===== src/rtl/instr_fetch.sv =====
// Instruction fetch unit: issues sequential req/gnt/rvalid fetches into a small PC+instruction FIFO toward decode.
// Handles redirects, drops responses that belong to flushed transactions, and flags a sticky error when memory stalls.
module instr_fetch #(
   parameter logic [31:0] BOOT_ADDR  = 32'h0000_0000,
   parameter logic [31:0] ADDR_STEP  = 32'd1,
   parameter int          FIFO_DEPTH = 4,
   parameter int          TIMEOUT    = 16
) (
   input  logic                         clk_in,
   input  logic                         rst_in,
   output logic                         instr_req_o,
   output logic [31:0]                  instr_addr_o,
   input  logic                         instr_gnt_in,
   input  logic                         instr_rvalid_in,
   input  logic [31:0]                  instr_rdata_in,
   output logic                         fetch_valid_o,
   input  logic                         fetch_ready_in,
   output logic [31:0]                  fetch_instr_o,
   output logic [31:0]                  fetch_pc_o,
   input  logic                         redirect_in,
   input  logic [31:0]                  redirect_addr_in,
   output logic                         fetch_err_o,
   output logic [1:0]                   dbg_state_o,
   output logic [$clog2(FIFO_DEPTH):0]  dbg_count_o
);
   localparam int PW = $clog2(FIFO_DEPTH);
   localparam int CW = PW + 1;
   localparam logic [CW-1:0] DEPTH_C  = CW'(FIFO_DEPTH);
   localparam logic [31:0]   TMO_LAST = 32'(TIMEOUT - 1);

   typedef enum logic [1:0] {S_REQ = 2'd0, S_WAIT = 2'd1, S_ERR = 2'd2} state_t;

   state_t        r_state;
   logic [31:0]   r_addr;
   logic [31:0]   r_pc;
   logic [31:0]   r_tmo;
   logic          r_pend;
   logic          r_discard;
   logic [31:0]   r_mem_instr [FIFO_DEPTH];
   logic [31:0]   r_mem_pc    [FIFO_DEPTH];
   logic [PW-1:0] r_wptr;
   logic [PW-1:0] r_rptr;
   logic [CW-1:0] r_count;

   logic          w_gnt;
   logic          w_push;
   logic          w_pop;
   logic [31:0]   w_push_pc;

   // Handshake: a request is accepted on a cycle with instr_req_o & instr_gnt_in; its data arrives on
   // that cycle or a later one flagged by instr_rvalid_in. Decode consumes the head when fetch_valid_o & fetch_ready_in.
   // Nothing is outstanding in S_REQ, so the FIFO space check needs only the count there.
   assign instr_req_o   = !rst_in && (r_state == S_REQ) && (r_count != DEPTH_C);
   assign instr_addr_o  = r_addr;
   assign fetch_valid_o = (r_count != '0);
   assign fetch_instr_o = r_mem_instr[r_rptr];
   assign fetch_pc_o    = r_mem_pc[r_rptr];
   assign fetch_err_o   = (r_state == S_ERR);
   assign dbg_state_o   = r_state;
   assign dbg_count_o   = r_count;

   assign w_gnt = instr_req_o && instr_gnt_in;
   assign w_pop = fetch_valid_o && fetch_ready_in && !redirect_in;

   always_comb begin
      w_push    = 1'b0;
      w_push_pc = r_addr;
      if (!redirect_in) begin
         if (r_state == S_REQ && w_gnt && instr_rvalid_in) begin
            w_push = 1'b1;
         end else if (r_state == S_WAIT && instr_rvalid_in && !r_discard) begin
            w_push    = 1'b1;
            w_push_pc = r_pc;
         end
      end
   end

   always_ff @(posedge clk_in) begin
      if (rst_in) begin
         r_state   <= S_REQ;
         r_addr    <= BOOT_ADDR;
         r_pc      <= BOOT_ADDR;
         r_tmo     <= '0;
         r_pend    <= 1'b0;
         r_discard <= 1'b0;
      end else if (redirect_in) begin
         r_addr <= redirect_addr_in;
         r_tmo  <= '0;
         // A transaction still in flight must drain before the new stream may issue.
         if ((r_pend || w_gnt) && !instr_rvalid_in) begin
            r_state   <= S_WAIT;
            r_pend    <= 1'b1;
            r_discard <= 1'b1;
         end else begin
            r_state   <= S_REQ;
            r_pend    <= 1'b0;
            r_discard <= 1'b0;
         end
      end else begin
         case (r_state)
            S_REQ: begin
               if (w_gnt) begin
                  r_addr <= r_addr + ADDR_STEP;
                  r_tmo  <= '0;
                  if (!instr_rvalid_in) begin
                     r_state <= S_WAIT;
                     r_pc    <= r_addr;
                     r_pend  <= 1'b1;
                  end
               end else if (instr_req_o) begin
                  r_tmo <= r_tmo + 32'd1;
                  if (r_tmo == TMO_LAST) r_state <= S_ERR;
               end
            end
            S_WAIT: begin
               if (instr_rvalid_in) begin
                  r_state   <= S_REQ;
                  r_pend    <= 1'b0;
                  r_discard <= 1'b0;
                  r_tmo     <= '0;
               end else begin
                  r_tmo <= r_tmo + 32'd1;
                  if (r_tmo == TMO_LAST) r_state <= S_ERR;
               end
            end
            S_ERR: begin
               if (instr_rvalid_in) begin
                  r_pend    <= 1'b0;
                  r_discard <= 1'b0;
                  r_tmo     <= '0;
               end
            end
            default: r_state <= S_REQ;
         endcase
      end
   end

   always_ff @(posedge clk_in) begin
      if (rst_in || redirect_in) begin
         r_wptr  <= '0;
         r_rptr  <= '0;
         r_count <= '0;
      end else begin
         if (w_push) begin
            r_mem_instr[r_wptr] <= instr_rdata_in;
            r_mem_pc[r_wptr]    <= w_push_pc;
            r_wptr              <= r_wptr + PW'(1);
         end
         if (w_pop) r_rptr <= r_rptr + PW'(1);
         case ({w_push, w_pop})
            2'b10:   r_count <= r_count + CW'(1);
            2'b01:   r_count <= r_count - CW'(1);
            default: r_count <= r_count;
         endcase
      end
   end

   always_ff @(posedge clk_in) begin
      if (!rst_in && !redirect_in) assert (!(w_push && r_count == DEPTH_C));
   end
endmodule


===== config.mk =====
export PLATFORM = sky130hd
export DESIGN_NAME = instr_fetch
export DESIGN_NICKNAME = d
export VERILOG_FILES = /design/src/rtl/instr_fetch.sv
export SDC_FILE = /design/constraint.sdc
export NUM_CORES = 1
export LEC_CHECK = 0
export BUFFER_PORTS_ARGS = -buffer_cell sky130_fd_sc_hd__buf_2
export CORE_ASPECT_RATIO = 1.2
export CORE_MARGIN = 2
export CORE_UTILIZATION = 58
export CTS_CLUSTER_SIZE = 12
export DETAILED_ROUTE_END_ITERATION = 8
export GPL_TIMING_DRIVEN = 0
export PLACE_DENSITY = 0.79
export SYNTH_ARGS = -nofsm -noshare
export SYNTH_HDL_FRONTEND = slang
export SYNTH_SLANG_ARGS = --single-unit

===== constraint.sdc =====
create_clock -name clk_in -period 4.8 [get_ports clk_in]
set_input_delay 0.48 -clock clk_in [delete_from_list [all_inputs] [get_ports clk_in]]
set_output_delay 0.48 -clock clk_in [all_outputs]
set_load 0.05 [all_outputs]

# After elaboration in Yosys (flattened, before gate mapping)
# Memory sizes are Yosys's and may differ from the RTL's. A register that Yosys moved wholly into a read port is not among the register bits.
# Index checks and enable logic that the tools add are counted.
[totals]
reg_bits = 107
latchBits = 0
mem_bits_rw = 256
rom_bits = 0
input_bits = 70
out_inout_bits = 104
elab_cells = 104
mem_count = 2
[memory_table]
columns = ["memory", "depth", "width", "rd", "rd_ports_with_merged_regs", "write_ports", "line", "rtl"]
rows = [
  ["r_mem_instr", 4, 32, 1, 1, 1, "39", "logic [31:0] r_mem_instr [FIFO_DEPTH];"],
  ["r_mem_pc", 4, 32, 1, 1, 1, "40", "logic [31:0] r_mem_pc [FIFO_DEPTH];"],
]
[classes]
add_sub_neg = 6
n_mul = 0
div = 0
order_cmp = 0
n_eq_ne = 14
shifts = 0
muxes = 38
bitwise = 2
reduce_logical = 33
[op_table]
columns = ["cell", "count"]
rows = [
  ["$mux 32", 10],
  ["$pmux 32 s3", 1],
  ["$add 32x1->32 const B", 2],
  ["$eq 32x4->1 const B", 1],
  ["$mux 2", 10],
  ["$mux 1", 14],
  ["$ne 3x3->1 const B", 4],
  ["$logic_and 1x1->1", 10],
  ["$reduce_bool 2->1", 5],
  ["$reduce_bool 3->1", 3],
  ["$ne 4x4->1 const B", 2],
  ["$reduce_and 4->1", 2],
  ["$pmux 2 s3", 1],
  ["$pmux 3 s2", 1],
  ["$reduce_and 3->1", 2],
  ["$add 2x1->2 const B", 2],
  ["$eq 2x1->1 const B", 2],
  ["$eq 2x2->1 const B", 2],
  ["$logic_not 1->1", 4],
  ["$ne 2x2->1 const B", 2],
  ["$reduce_and 2->1", 2],
  ["$reduce_or 2->1", 2],
  ["$add 3x1->3 const B", 1],
  ["$ne 3x1->1 const B", 1],
  ["5 further kinds", 7],
]

# Logic depth before layout (Yosys ltp)
# Gate-level depths: netlist of run 1.
[logic_depth]
word_depth = 11
mapped_depth = 13
mapped_depth_nobuf = 11

# Worst setup path after synthesis of run 1
# OpenSTA, ideal clock, no wires.
[synth_path]
path_type = "reg2reg"
start = "reg r_state[0], in the netlist dbg_state_o[0]"
end = "mem r_mem_instr[0][0], enable pin"
setup_time_ps = 429
arrival_time_ps = 3457
t_required_ps = 4371
slack_ps = 914
stages_incl_launch_ff = 10
n_path_buf = 2
period_less_slack_ps = 3886
cell_sequence = "dfxtp_1 > inv_1 > ha_1 > and3b_1 > buf_2 > and2_1 > clkbuf_1 > o21ai_1 > nor2_1 > and2_1"
[synth_between]
elab_chain_len = 11
elab_cells_between_ends = 15
classes_between = "eq/ne: 1; mux: 6; reduce/logical: 8"
[synth_lines]
columns = ["item", "line", "rtl"]
rows = [
  ["start: declaration", "33", "state_t r_state;"],
  ["start signal: assignment", "80", "r_state <= S_REQ;"],
  ["start signal: assignment", "91", "r_state <= S_WAIT;"],
  ["start signal: assignment", "95", "r_state <= S_REQ;"],
  ["$logic_not 2->1", "53, 69", ""],
  ["$logic_and 1x1->1 (2 in series)", "53", "assign instr_req_o = !rst_in && (r_state == S_REQ) && (r_count != DEPTH_C);"],
  ["$logic_and 1x1->1", "62", "assign w_gnt = instr_req_o && instr_gnt_in;"],
  ["$logic_and 1x1->1 (2 in series)", "69", "if (r_state == S_REQ && w_gnt && instr_rvalid_in) begin"],
  ["$mux 1 *", "69", ""],
  ["$mux 1 *", "68", "if (!redirect_in) begin"],
  ["$mux 1 *", "144", "if (w_push) begin"],
  ["$mux 1 *", "139", "if (rst_in || redirect_in) begin"],
  ["$mux 1 (not written as such) *", "145", "r_mem_instr[r_wptr] <= instr_rdata_in;"],
  ["end: declaration", "39", ""],
]
# Every way passes the cells marked *; elsewhere a longest branch is shown, timed or not.

# Worst setup path in the final report of run 1
[layout_path]
start = "reg r_state[0], in the netlist dbg_state_o[0]"
end = "reg r_count[2], in the netlist dbg_count_o[2]"
[layout_between]
elab_chain_len = 10
elab_cells_between_ends = 16
classes_between = "eq/ne: 3; mux: 4; reduce/logical: 9"
[layout_lines]
columns = ["item", "line", "rtl"]
rows = [
  ["$logic_not 2->1", "53, 69", ""],
  ["$logic_and 1x1->1 (2 in series)", "53", ""],
  ["$logic_and 1x1->1", "62", ""],
  ["$logic_and 1x1->1 (2 in series)", "69", ""],
  ["$mux 1 *", "69", ""],
  ["$mux 1 *", "68", ""],
  ["$eq 2x1->1 or $eq 2x2->1 (tied branches)", "150", "case ({w_push, w_pop})"],
  ["$pmux 3 s2 or $reduce_bool 2->1 (tied branches)", "--", ""],
  ["end signal: assignment", "151", "2'b10: r_count <= r_count + CW'(1);"],
  ["end signal: assignment", "152", "2'b01: r_count <= r_count - CW'(1);"],
  ["end signal: assignment", "153", "default: r_count <= r_count;"],
  ["end: declaration", "43", "logic [CW-1:0] r_count;"],
]
# Marked as above.
# A chain may end at the register's enable or synchronous reset.

==> results of run 1 <==
[power by group]
part	internal, W	total (W)	leakage, nW	switching, W
clock network	0.00151	0.00265	0.524	0.00113
registers	0.00340	0.00344	3.20	0.0000409
logic	0.0000996	0.000339	2.03	0.000239
[cells by family after synthesis]
kind of cell,synth area share
flip-flops,0.667
AND/OR/NAND/NOR,0.0987
AO/OA/AOI/OAI,0.0526
multiplexers,0.123
buffers and inverters,0.0206
XOR/XNOR,0.0278
adder cells (fa/ha/maj),0.0106
[critical path: cells and delay by family, from the launching register on]
kind / cells / cell delay [ns]
compound gates: 2 / 0.62
flops: 1 / 0.43
fa+ha+maj: 3 / 0.93
buf+inv: 4 / 0.57
xor+xnor: 1 / 0.15
simple gates: 3 / 0.68
[state kept, by name (all words and copies together) (netlist names), 2 cells and up, named ones only]
signal        count
dbg_state_o       2
instr_addr_o     32
r_mem_instr     128
r_wptr            2
r_rptr            2
dbg_count_o       3
r_pc             32
r_mem_pc        128
r_tmo            32
[layout make-up]
cell class / instances / area (sq um) / area share
sequential: 365 / 9870 / 0.571
multi-input combinational: 579 / 4640 / 0.269
clock buffer: 60 / 1020 / 0.0591
timing repair buffer: 175 / 966 / 0.0559
tap: 330 / 413 / 0.0239
buffer: 55 / 226 / 0.0131
inverter: 21 / 78.8 / 0.00456
clock inverter: 6 / 62.6 / 0.00362
antenna: 2 / 5.00 / 0.000290
[through the flow]
step	util	hold slack, ns	total power, W
2_1_floorplan	-	0.434	0.00371
3_3_place_gp	0.635	0.439	0.00383
3_5_place_dp	0.640	0.444	0.00384
4_1_cts	0.683	0.162	0.00646
5_1_grt	0.683	0.176	0.00661
6_report	0.683	0.181	0.00642
[cell usage in the layout (no fill, tap or decap), types with 32 or more instances in the layout]
cell       count
edfxtp_1     256
buf_2        181
dfxtp_1      109
nand2_1      102
a21oi_1       70
mux4_2        64
clkbuf_1      59
nor2_1        45
clkbuf_16     37
mux2_2        32
[routing by layer]
layer	up-vias	track usage
met5	-	0
met4	0	0.0825
met3	68	0.0529
met2	424	0.461
met1	4752	0.320
li1	4336	-
[final timing paths]
kind | startpoint | to | slack (ns) | depth (start not counted)
hold / removal | instr_rdata_in[28] | r_mem_instr[2][28] | 0.18 | 1
hold reg to reg | r_pc[13] | r_pc[13] | 0.45 | 2
setup / recovery | dbg_state_o[0] | dbg_count_o[2] | 1.32 | 13
setup reg to reg | dbg_state_o[0] | dbg_count_o[2] | 1.32 | 13
==> flow_results.org, run 1 <==
** Outcome
- Outcome :: complete, no violations

** Clock network
- The H-tree was split into 2 levels.
- Post-cts resize count :: 0
- Post-cts hold buffer count :: 0
- Clock latency on the worst-skew pair :: around 0.52 ns
- After clock tree synthesis, the clock-pin slew on the worst setup and hold paths is 0.06 ns.
- Clock tree synthesis inserted a total of 37 buffers.
- Sink count of the clock tree :: between 300 and 400
- TritonCTS built the clock tree.
- The tree is rooted in a clkbuf_16.
- After clock tree synthesis, the setup repair step added 0 buffers.
- Deepest clock path buffer count :: 3

** Synthesis
- Number of distinct standard cells referenced by the synthesized netlist :: 51
- The mapped netlist covers roughly 0.015 sq mm.
- For this run, the number of Yosys warnings is 0.
- Main synth FF type :: edfxtp_1
- Most repeated cell in the gate-level netlist after synthesis :: edfxtp_1
- Share of async-settable or async-resettable flops after synthesis :: 0
- Mean instance size in the synthesized netlist :: approximately 15 sq um
- In this run, synthesis inferred 256 flip-flops with an integrated enable.
- Cell types occupying the most area after synthesis :: edfxtp_1 52%, dfxtp_1 15%, mux4_2 9.7%
- Net count after synthesis :: 1,102
- After technology mapping, the gate count stands at between 1,000 and 1,500.
- After synthesis the netlist holds a flip-flop and latch count of 365.
- Biggest area consumer among synthesized cells :: edfxtp_1
- Of the post-synthesis cell area, the dominant cell type holds 0.519.
- Synth cell count leaders :: 256 x edfxtp_1, 109 x dfxtp_1, 102 x nand2_1
- For this run, the register share of the synthesized area comes to 0.667.

** Place
- Once placement finished, the instance area stood at 0.0162 sq mm.
- Routability-driven placement finished with a final weighted congestion of 0.903.
- Including well taps, the total number of placed cells is approximately 1,500.
- Worst slack at placement :: 1.34 ns
- After legalization and detailed placement, the total HPWL measured 22.7 mm.
- Count of buffers inserted at the top-level ports :: ~170

** Timing
- In the finished design, the share of the clock period the worst path needs comes to 0.724.
- Transition time at the pin with the least slew margin :: about 1.1 ns
- Post-layout minimum cycle time :: around 3.5 ns
- After routing, the total negative slack on setup checks comes to 0 ns.
- RSZ-0062 raised after global routing :: no
- The number of pins with negative max-slew slack in the final report is 0.
- On the final layout, the worst clock skew is 0.0134 ns.
- Setup violations remaining at the end of the flow were counted as 0.
- Headroom to the max-slew limit came out at 0.298.
- Fmax :: 288 MHz
- The final hold violation count is 0.
- The worst path meets setup with around 1.3 ns of slack.

** Power and ir drop
- For this design the ratio of total power to cell area is 372 mW/mm^2.
- Across the VDD grid, the largest voltage drop is approximately 270 uV.
- Summed over all cells, the static leakage comes to 5.76 nW.

** Routing
- Vias per std cell :: between 6 and 7
- Router iterations before antenna repair :: 5
- In the routed design, unresolved DRC markers number 0.
- Starting DRC count in detailed routing :: approximately 700
- The highest metal layer carrying signal wires in the routed design is met4.
- Routed length on met1 :: 12.9 mm
- Wirelength per Cell :: 21.9 um
- Summed over all nets, wire length on met3 after detailed routing comes to 2.81 mm.
- Wire length reported by the detailed router :: 34.9 mm
- The routed design uses approximately 18 mm of met2 wire.
- Across all layers, the routed design uses about 9,600 vias.
- Final ANT Viol Nets :: 0

** Final layout
- After filler insertion, the fill cell instance count of the layout stands at 1,785.
- Fraction of layout cells with a size suffix above 1 :: 0.272
- Excluding fillers, the count of instances in the completed layout stands at 1,593.
- Area growth from synthesis to layout :: 16.7%
- After routing the design area is 0.0173 sq mm.
- The net count of the finished layout is 1,316.

** Floorplanning
- Initial core utilization :: 0.585
- CORE AREA :: 0.0253 sq mm
- In this run the count of I/O pins placed on the die edge is 174.
- The die covers 0.0268 sq mm.
- Number of rows created at floorplan :: 64
- The die is 150 um wide.
- Measured along the y axis, the die boundary spans roughly 180 um.

** Global route
- Entering global routing, the biggest net connects 54 pins.
- Wire length of the first global-routing pass :: 52.6 mm
- The number of global-route vias before repair came to between 9,000 and 10,000.
- Antenna violations before repair :: 1
- Global-route congestion overflow total :: 0
- In the global route stage, overall resource usage came out at 0.260.

** Setup path
- Of all nets on the critical path, the largest fanout is 9.
- The worst setup path is launched from a flip-flop.
- The critical path goes through inv_1, ha_1, and3b_1, buf_2, and2_1, clkbuf_1, o21ai_1, ha_1, inv_1, fa_1, xor2_1, or3_1, a21oi_1.
- At the worst endpoint, the required time is about 5.2 ns.
- Worst path arrival time :: 3.91 ns
- The slowest stage of the critical path is the o21ai_1 cell.
- The worst setup path is captured at a flip-flop.
- Classification of the worst setup path :: flip-flop to flip-flop
- The largest single stage delay on the critical path is roughly 0.48 ns.

** Worst hold path
- The worst hold path belongs to the class primary input to flip-flop.

** Run
- Count of max-cap constraint violations :: 0
Note: power is estimated with default switching activity, not from simulation.
==> run 2: changes to the inputs <==
==> constraint.sdc (replaced) <==
create_clock -name clk_in -period 3.3 [get_ports clk_in]
set_input_delay 0.33 -clock clk_in [delete_from_list [all_inputs] [get_ports clk_in]]
set_output_delay 0.33 -clock clk_in [all_outputs]
set_load 0.05 [all_outputs]
==> flow_results.org, run 2 (synthesized netlist as in run 1, its figures left out) <==
** Power and ir drop
- The switching portion of total power is 0.217 (-0.00287).
- The part of the total power dissipated in combinational logic was 0.053 (about the same).
- Total power divided by cell area :: 539 mW/mm^2 (+45%)
- The sequential group share of total power is 0.535 (about the same).
- The internal power of the cells was 0.00732 W (+46%).
- Net Switching :: 0.00203 W (+44%)
- Clk network pwr share :: 0.412 (about the same)
- VDD IR max :: 409 uV (+50%)
- Power consumption :: 0.00935 W (+46%)
- The leakage power total came to 5.78 nW (+0.31%).

** Timing
- The final hold violation count is 0 (unchanged).
- The largest clock skew in the final design is 0.00789 ns (-0.00552 ns).
- Remaining max-slew budget at the tightest pin :: 0.376 (+0.0786)
- Counting I/O delays and the setup requirement, the final critical path takes 3.12 ns.
- Setup Viol. Count Final :: 0 (unchanged)
- The accumulated negative setup slack came to 0 ns (unchanged).
- Transition time at the pin with the least slew margin :: 0.936 ns (-0.118 ns)
- Fmax :: 321 MHz
- Setup repair after global routing left no endpoint under its margin.
- Of the available clock period, the critical path in the final layout requires 0.945.
- The number of pins with negative max-slew slack in the final report came to 0 (unchanged).

** Clock network
- The maximum level of the CTS H-tree was 2 (unchanged).
- The TritonCTS buffer count is 37 (unchanged).
- The maximum buffer depth of the clock tree came to 3 (unchanged).
- The tree is rooted in a clkbuf_16.
- Clock tree from TritonCTS :: done
- The clock network latency to the later pin of the worst-skew pair came to 0.52 ns (about the same).
- Clock-pin slew on the worst setup and hold paths :: 0.06 ns (about the same)
- The number of sinks driven by the clock tree was 365 (unchanged).

** Global route
- The initial antenna violation count came to 2 (+1).
- The global-route wire length before repair is 51.2 mm (-2.8%).
- Gr usage total :: 0.251 (-0.00924)
- The number of global-route vias before repair is 9,365 (+0.17%).
- Largest net degree at the start of global routing :: 54 (unchanged)
- Global-route congestion overflow total :: 0 (unchanged)

** Final layout
- The layout net count was 1,318 (+0.15%).
- The share of the core filled with cells in the final layout came to 0.685 (+0.00223).
- From synthesis to final layout, the design area changed by 17.1%.
- Largest registers :: r_mem_instr (128), r_mem_pc (128)
- Fill cells :: 1,779 (-0.34%)
- Top library cells by usage in the layout, fill and taps aside :: 256 x edfxtp_1, 181 x buf_2, 107 x dfxtp_1
- The fraction of layout instances using a drive strength above 1 is 0.277 (+0.00489).
- Most frequent standard cell in the layout excluding fill and tap cells :: edfxtp_1

** Place
- The global placer's final weighted congestion is 0.886 (-1.9%).
- Count of buffers inserted at the top-level ports :: 171 (unchanged)
- The half-perimeter wire length after placement came to 22.3 mm (-1.5%).

** Floorplanning
- The area of the core region came to 0.0253 sq mm (unchanged).
- The die outline width came to 150 um (unchanged).
- Total Die Area :: 0.0268 sq mm (unchanged)
- The starting density of the core was 0.585 (unchanged).
- The total I/O pin count is 174 (unchanged).
- The total number of placement rows is 64 (unchanged).
- Die boundary height :: 179 um (unchanged)

** Setup path
- The critical path buffer and inverter count came to 3 (-1).
- The endpoint arrival time on the critical path is 2.79 ns (-1.12 ns).
- Reg-to-Reg End :: r_mem_pc[3][5]
- Required @ worst endpoint :: 2.97 ns (-2.27 ns)
- The critical path in this run is classified as flip-flop to output pin.
- Nature of the critical path startpoint :: flip-flop
- Worst path cell trace :: buf_2, clkdlybuf4s15_1, mux4_2, buf_2
- Crit path capture type :: output pin
- The slowest stage of the critical path is the clkdlybuf4s15_1 cell.
- The largest fanout on the critical path was 10 (+1).
- In this run the critical register-to-register path is launched from dbg_state_o[0].
- The path length in cells of the critical path is 4 (-9).
- The peak per-stage delay on the critical path came to 0.73 ns (+0.25 ns).
- Critical Path Most Common Cell :: buf_2
- Number of cells on the worst reg-to-reg path :: 9 (-4)
- Setup slack, reg-to-reg :: 0.21 ns (-1.11 ns)
- On the critical path the largest part of the delay comes from buffers and inverters.

** Routing
- The via count normalized by instance count is 5.95 (-1.1%).
- Wirelength per Cell :: 21.3 um (-2.8%)
- Router iterations before antenna repair :: 5 (unchanged)
- Wire length reported by the detailed router :: 34.0 mm (-2.6%)
- The routed via count came to 9,489 (-0.95%).
- The final routed DRC violation total was 0 (unchanged).
- Starting DRC count in detailed routing :: 738 (+7.9%)
- Final ANT Viol Nets :: 0 (unchanged)

** Run
- The max-cap check violation count is 0 (unchanged).

** Worst hold path
- Origin of the worst min-delay path :: instr_rdata_in[2]
- Depth of the worst hold-timing path :: 1 (unchanged)
- Terminating pin of the worst hold path :: r_mem_instr[3][2]
- Type of the worst min-delay path :: primary input to flip-flop

** Outcome
- The run finished with clean final reports.
-- run 2: metal layers --
layer	track usage	wire [um]	up-vias
li1	-	-	4345
met1	0.317	13100	4691
met2	0.435	17200	382
met3	0.0461	2570	69
met4	0.0892	1080	2
met5	0	12	-
-- run 2: power by group through the flow --
stage / clock network, W / logic [W] / registers, W
final: 0.00385 / 0.000494 / 0.00500
after global routing: 0.00407 / 0.000525 / 0.00501
after CTS: 0.00391 / 0.000489 / 0.00500
after detailed placement: 0 / 0.000484 / 0.00510
after global placement: 0 / 0.000469 / 0.00510
after floorplan: 0 / 0.000219 / 0.00518
-- run 2: area by class of cell --
class | instances | area, sq um | area share
Clock inverter | 5 | 58.8 | 0.00339
Clock buffer | 62 | 1040 | 0.0600
Buffer | 54 | 229 | 0.0132
Sequential cell | 365 | 9870 | 0.569
Tap cell | 330 | 413 | 0.0238
Timing Repair Buffer | 177 | 981 | 0.0566
Multi-Input combinational cell | 580 | 4660 | 0.269
Inverter | 21 | 78.8 | 0.00455
Antenna cell | 2 | 5.00 | 0.000289
-- run 2: per-stage QoR --
| stage | area (sq um) | cells | hold slack [ns] | worst slack [ns] |
|---|---|---|---|---|
| after global placement | 16100 | 1521 | 0.439 | -0.640 |
| after global routing | 17300 | 1594 | 0.0270 | 0.000149 |
| final | 17300 | 1596 | 0.0327 | 0.182 |
| after CTS | 17300 | 1592 | 0.0179 | 0.00751 |
| after floorplan | 14800 | 1020 | 0.427 | 0.0450 |
| after detailed placement | 16200 | 1525 | 0.445 | -0.0811 |
-- run 2: worst register-to-register path, cell delays in order, from the launching register on --
cell     delay (ns)
dfxtp_2        0.35
inv_1          0.12
ha_1           0.28
and3b_1        0.21
buf_2          0.23
and2_1         0.39
o21ai_4        0.14
nor2_2         0.28
and2_4         0.40
buf_16         0.30
-- run 2: worst max-delay path by stage --
| stage | slack (ns) | startpoint | endpoint |
|---|---|---|---|
| 2_1_floorplan | 0.04 | dbg_state_o[1] | dbg_count_o[2] |
| 5_1_grt | 0.0001 | flip-flop | fetch_instr_o[13] |
| 6_report | 0.18 | flip-flop | fetch_pc_o[22] |
| 4_1_cts | 0.008 | dbg_state_o[1] | dbg_count_o[2] |
| 3_5_place_dp | -0.08 | dbg_state_o[1] | dbg_count_o[2] |
| 3_3_place_gp | -0.64 | dbg_state_o[0] | r_mem_pc[2][4] |
-- run 2: timing repair --
item	CTS	global route
hold buffers	0	0
setup endpoints to repair	45	202
buffers inserted	0	2
gates cloned	0	1
pin swaps	0	2
resized for setup	1	4
==> run 3: changes to the inputs <==
--- a/config.mk
+++ b/config.mk
@@ -8,11 +8,12 @@
 export BUFFER_PORTS_ARGS = -buffer_cell sky130_fd_sc_hd__buf_2
 export CORE_ASPECT_RATIO = 1.2
 export CORE_MARGIN = 2
-export CORE_UTILIZATION = 58
+export CORE_UTILIZATION = 60
+export CTS_BUF_LIST = sky130_fd_sc_hd__clkbuf_4
 export CTS_CLUSTER_SIZE = 12
 export DETAILED_ROUTE_END_ITERATION = 8
 export GPL_TIMING_DRIVEN = 0
-export PLACE_DENSITY = 0.79
+export PLACE_DENSITY = 0.82
 export SYNTH_ARGS = -nofsm -noshare
 export SYNTH_HDL_FRONTEND = slang
 export SYNTH_SLANG_ARGS = --single-unit
==> flow_results.org, run 3 (synthesized netlist as in run 1, its figures left out) <==
** Outcome
- The flow ran to the end, and the final reports show no timing, DRC or antenna violations.

** Global route
- Antenna violations before repair :: 2 (unchanged)
- The global-route wire length before repair was 53.4 mm (+4.2%).
- Gr usage total :: 0.268 (+0.0172)
- Vias in the first global route :: 10,100 (+7.9%)
- Largest net degree at the start of global routing :: 51 (-5.6%)
- The total global routing overflow came to 0 (unchanged).

** Power and ir drop
- Share of power burned in combinational logic :: 0.060 (+0.007)
- The switching power total is 0.00216 W (+6.2%).
- The part of the total power dissipated in the clock network came to 0.402 (-0.010).
- The power per standard cell area came to 514 mW/mm^2 (-4.7%).
- The switching portion of total power came to 0.232 (+0.0148).
- The leakage power total came to 6.21 nW (+7.6%).
- VDD IR max :: 283 uV (-31%)
- Internal Dissipation :: 0.00714 W (-2.5%)
- The sequential group share of total power came to 0.538 (+0.003).

** Floorplanning
- Total Die Area :: 0.0260 sq mm (-3.3%)
- Die boundary height :: 176 um (-1.6%)
- The die outline width was 147 um (-1.6%).
- Initial core utilization :: 0.604 (+0.0188)
- Number of rows created at floorplan :: 63 (-1.6%)
- The area of the core region is 0.0245 sq mm (-3.1%).
- Top Ports :: 174 (unchanged)

** Place
- The number of buffer cells added on primary ports was 171 (unchanged).
- The half-perimeter wire length after placement is 22.8 mm (+1.9%).
- GPL Wtd Cong :: 0.917 (+3.5%)
- The setup slack at placement is -0.0804 ns (+0.000686 ns).

** Setup path
- The register-to-register path setup slack was 0.25 ns (+0.04 ns).
- The worst setup path is captured at an output pin.
- Nature of the critical path startpoint :: flip-flop
- Largest delay contributor family on the critical path :: flip-flops
- Worst path cell trace :: clkbuf_1, mux4_2, buf_2
- The peak per-stage delay on the critical path was 0.81 ns (+0.08 ns).
- Required @ worst endpoint :: 2.97 ns (about the same)
- Among all stages on the critical path, the largest delay is contributed by dfxtp_1.
- Worst Path Buf+Inv :: 2 (-1)
- The largest fanout on the critical path was 10 (unchanged).
- Worst path arrival time :: 2.78 ns (about the same)
- The critical path is of the flip-flop to output pin type.

** Clock network
- TritonCTS built the clock tree.
- Number of levels in the clock H-tree :: 3 (+1)
- The clock-pin slew on the worst setup and hold paths was 0.07 ns (about the same).
- Sink count of the clock tree :: 365 (unchanged)
- Number of clock buffers inserted by TritonCTS :: 86 (+130%)
- The clock network latency to the later pin of the worst-skew pair came to 0.73 ns (+0.21 ns).
- CTS placed an instance of clkbuf_4 at the clock tree root.
- The maximum buffer depth of the clock tree is 3 (unchanged).

** Routing
- The via count normalized by instance count is 5.84 (-1.7%).
- Starting DRC count in detailed routing :: 856 (+16%)
- Wirelength per Cell :: 20.1 um (-5.5%)
- Router iterations before antenna repair :: 5 (unchanged)
- The total wirelength of the detailed-routed design is 35.1 mm (+3.4%).
- The final routed DRC violation total was 0 (unchanged).
- The post-detailed-route count of antenna-violating nets was 0 (unchanged).
- The routed via count is 10,200 (+7.5%).

** Timing
- The fraction of the cycle the final worst path needs is 0.944 (about the same).
- The largest clock skew in the final design was 0.0460 ns (+0.0381 ns).
- Setup repair after global routing left no endpoint under its margin.
- Worst hold margin :: 0.0870 ns (+0.0544 ns)
- The setup-violating endpoint count in the final report is 0 (unchanged).
- The post-layout worst setup margin came to 0.185 ns (+0.00309 ns).
- Hold violation count in the final report :: 0 (unchanged)
- Final count of pins violating max slew :: 0 (unchanged)
- Remaining max-slew budget at the tightest pin :: 0.488 (+0.112)
- Transition time at the pin with the least slew margin :: 0.767 ns (-0.169 ns)
- The time the worst path needs with I/O delays and setup is 3.11 ns (-0.00309 ns).
- The highest attainable clock frequency was 321 MHz (about the same).

** Run
- Count of max-cap constraint violations :: 0 (unchanged)

** Final layout
- Most frequent standard cell in the layout excluding fill and tap cells :: edfxtp_1
- The number of fill cells in the layout was 1,544 (-13%).
- Area growth from synthesis to layout :: 22.1%
- Post-layout net count :: 1,431 (+8.6%)
- Fraction of layout cells with a size suffix above 1 :: 0.317 (+0.0397)
- The area used by sequential logic in the layout is 0.00987 sq mm (about the same).
- Largest registers :: r_mem_instr (128), r_mem_pc (128)
- Area taken by multi-input logic gates :: 0.00465 sq mm (-0.21%)
- Top library cells by usage in the layout, fill and taps aside :: 256 x edfxtp_1, 181 x buf_2, 133 x clkbuf_4

** Worst hold path
- The min-delay analysis places its worst path in the category primary input to flip-flop.
-- run 3: changes by cell type in the layout (fill, tap and decap cells not counted), moves of 2 or more --
cell             previous run  this run
buf_1                       6         1
clkbuf_1                   58        35
clkbuf_16                  37         0
clkbuf_4                    0       133
clkbuf_8                    2         0
clkdlybuf4s15_2             0         6
clkinv_1                    1        17
dlygate4sd3_1               0        66
-- run 3: worst paths after layout --
check | start | endpoint | cells past startpoint
min | instr_gnt_in | dbg_state_o[1] | 4
max reg2reg | dbg_state_o[1] | dbg_count_o[2] | 12
min reg2reg | r_pc[1] | r_pc[1] | 2
max | flip-flop | fetch_pc_o[7] | 3
-- run 3: final cells by class --
class	instances	share of cell area
plain buffers	53	0.0146
repair buffers	243	0.0908
clock buffers	133	0.0552
inverters	21	0.00436
flip-flops and latches	365	0.546
diodes	3	0.000415
well taps	325	0.0225
multi-input cells	579	0.257
clock inverters	24	0.00886
-- run 3: metal layers --
metal | track usage | vias to the layer above | part of all wire
met2 | 0.457 | 480 | 0.50
li1 | - | 4623 | -
met3 | 0.0550 | 93 | 0.072
met5 | 0 | - | 0
met4 | 0.126 | 0 | 0.038
met1 | 0.331 | 5008 | 0.39
-- run 3: timing repair --
action	CTS	global route
buffers inserted	0	2
hold endpoints to repair	162	0
hold buffers	66	0
pin swaps	0	1
gates resized for setup	13	1
setup endpoints to repair	43	176
-- run 3: power groups by stage --
stage	Clock, W	Sequential, W	Combinational, W
global placement	0	0.00510	0.000470
global route	0.00401	0.00500	0.000591
CTS	0.00380	0.00500	0.000550
finish	0.00374	0.00500	0.000560
floorplan	0	0.00518	0.000219
detailed placement	0	0.00510	0.000484
-- run 3: worst register-to-register path, stage by stage, from the launching register on --
cell     delay [ns]
dfxtp_1        0.41
inv_1          0.09
ha_1           0.26
and3b_1        0.21
buf_2          0.18
and2_1         0.29
o21ai_4        0.26
ha_1           0.23
inv_1          0.06
fa_1           0.37
xor2_1         0.15
or3_1          0.31
a21oi_1        0.16
-- run 3: stage by stage --
| stage | instance area [sq um] | TNS [ns] | total power (W) | std cells | utilization |
|---|---|---|---|---|---|
| 2_1_floorplan | 14800 | 0 | 0.00539 | 1020 | - |
| 3_3_place_gp | 16100 | -153.77 | 0.00557 | 1516 | 0.656 |
| 3_5_place_dp | 16200 | -0.0804 | 0.00558 | 1520 | 0.660 |
| 4_1_cts | 18100 | 0 | 0.00934 | 1742 | 0.736 |
| 5_1_grt | 18100 | 0 | 0.00961 | 1745 | 0.737 |
| 6_report | 18100 | 0 | 0.00929 | 1746 | 0.738 |
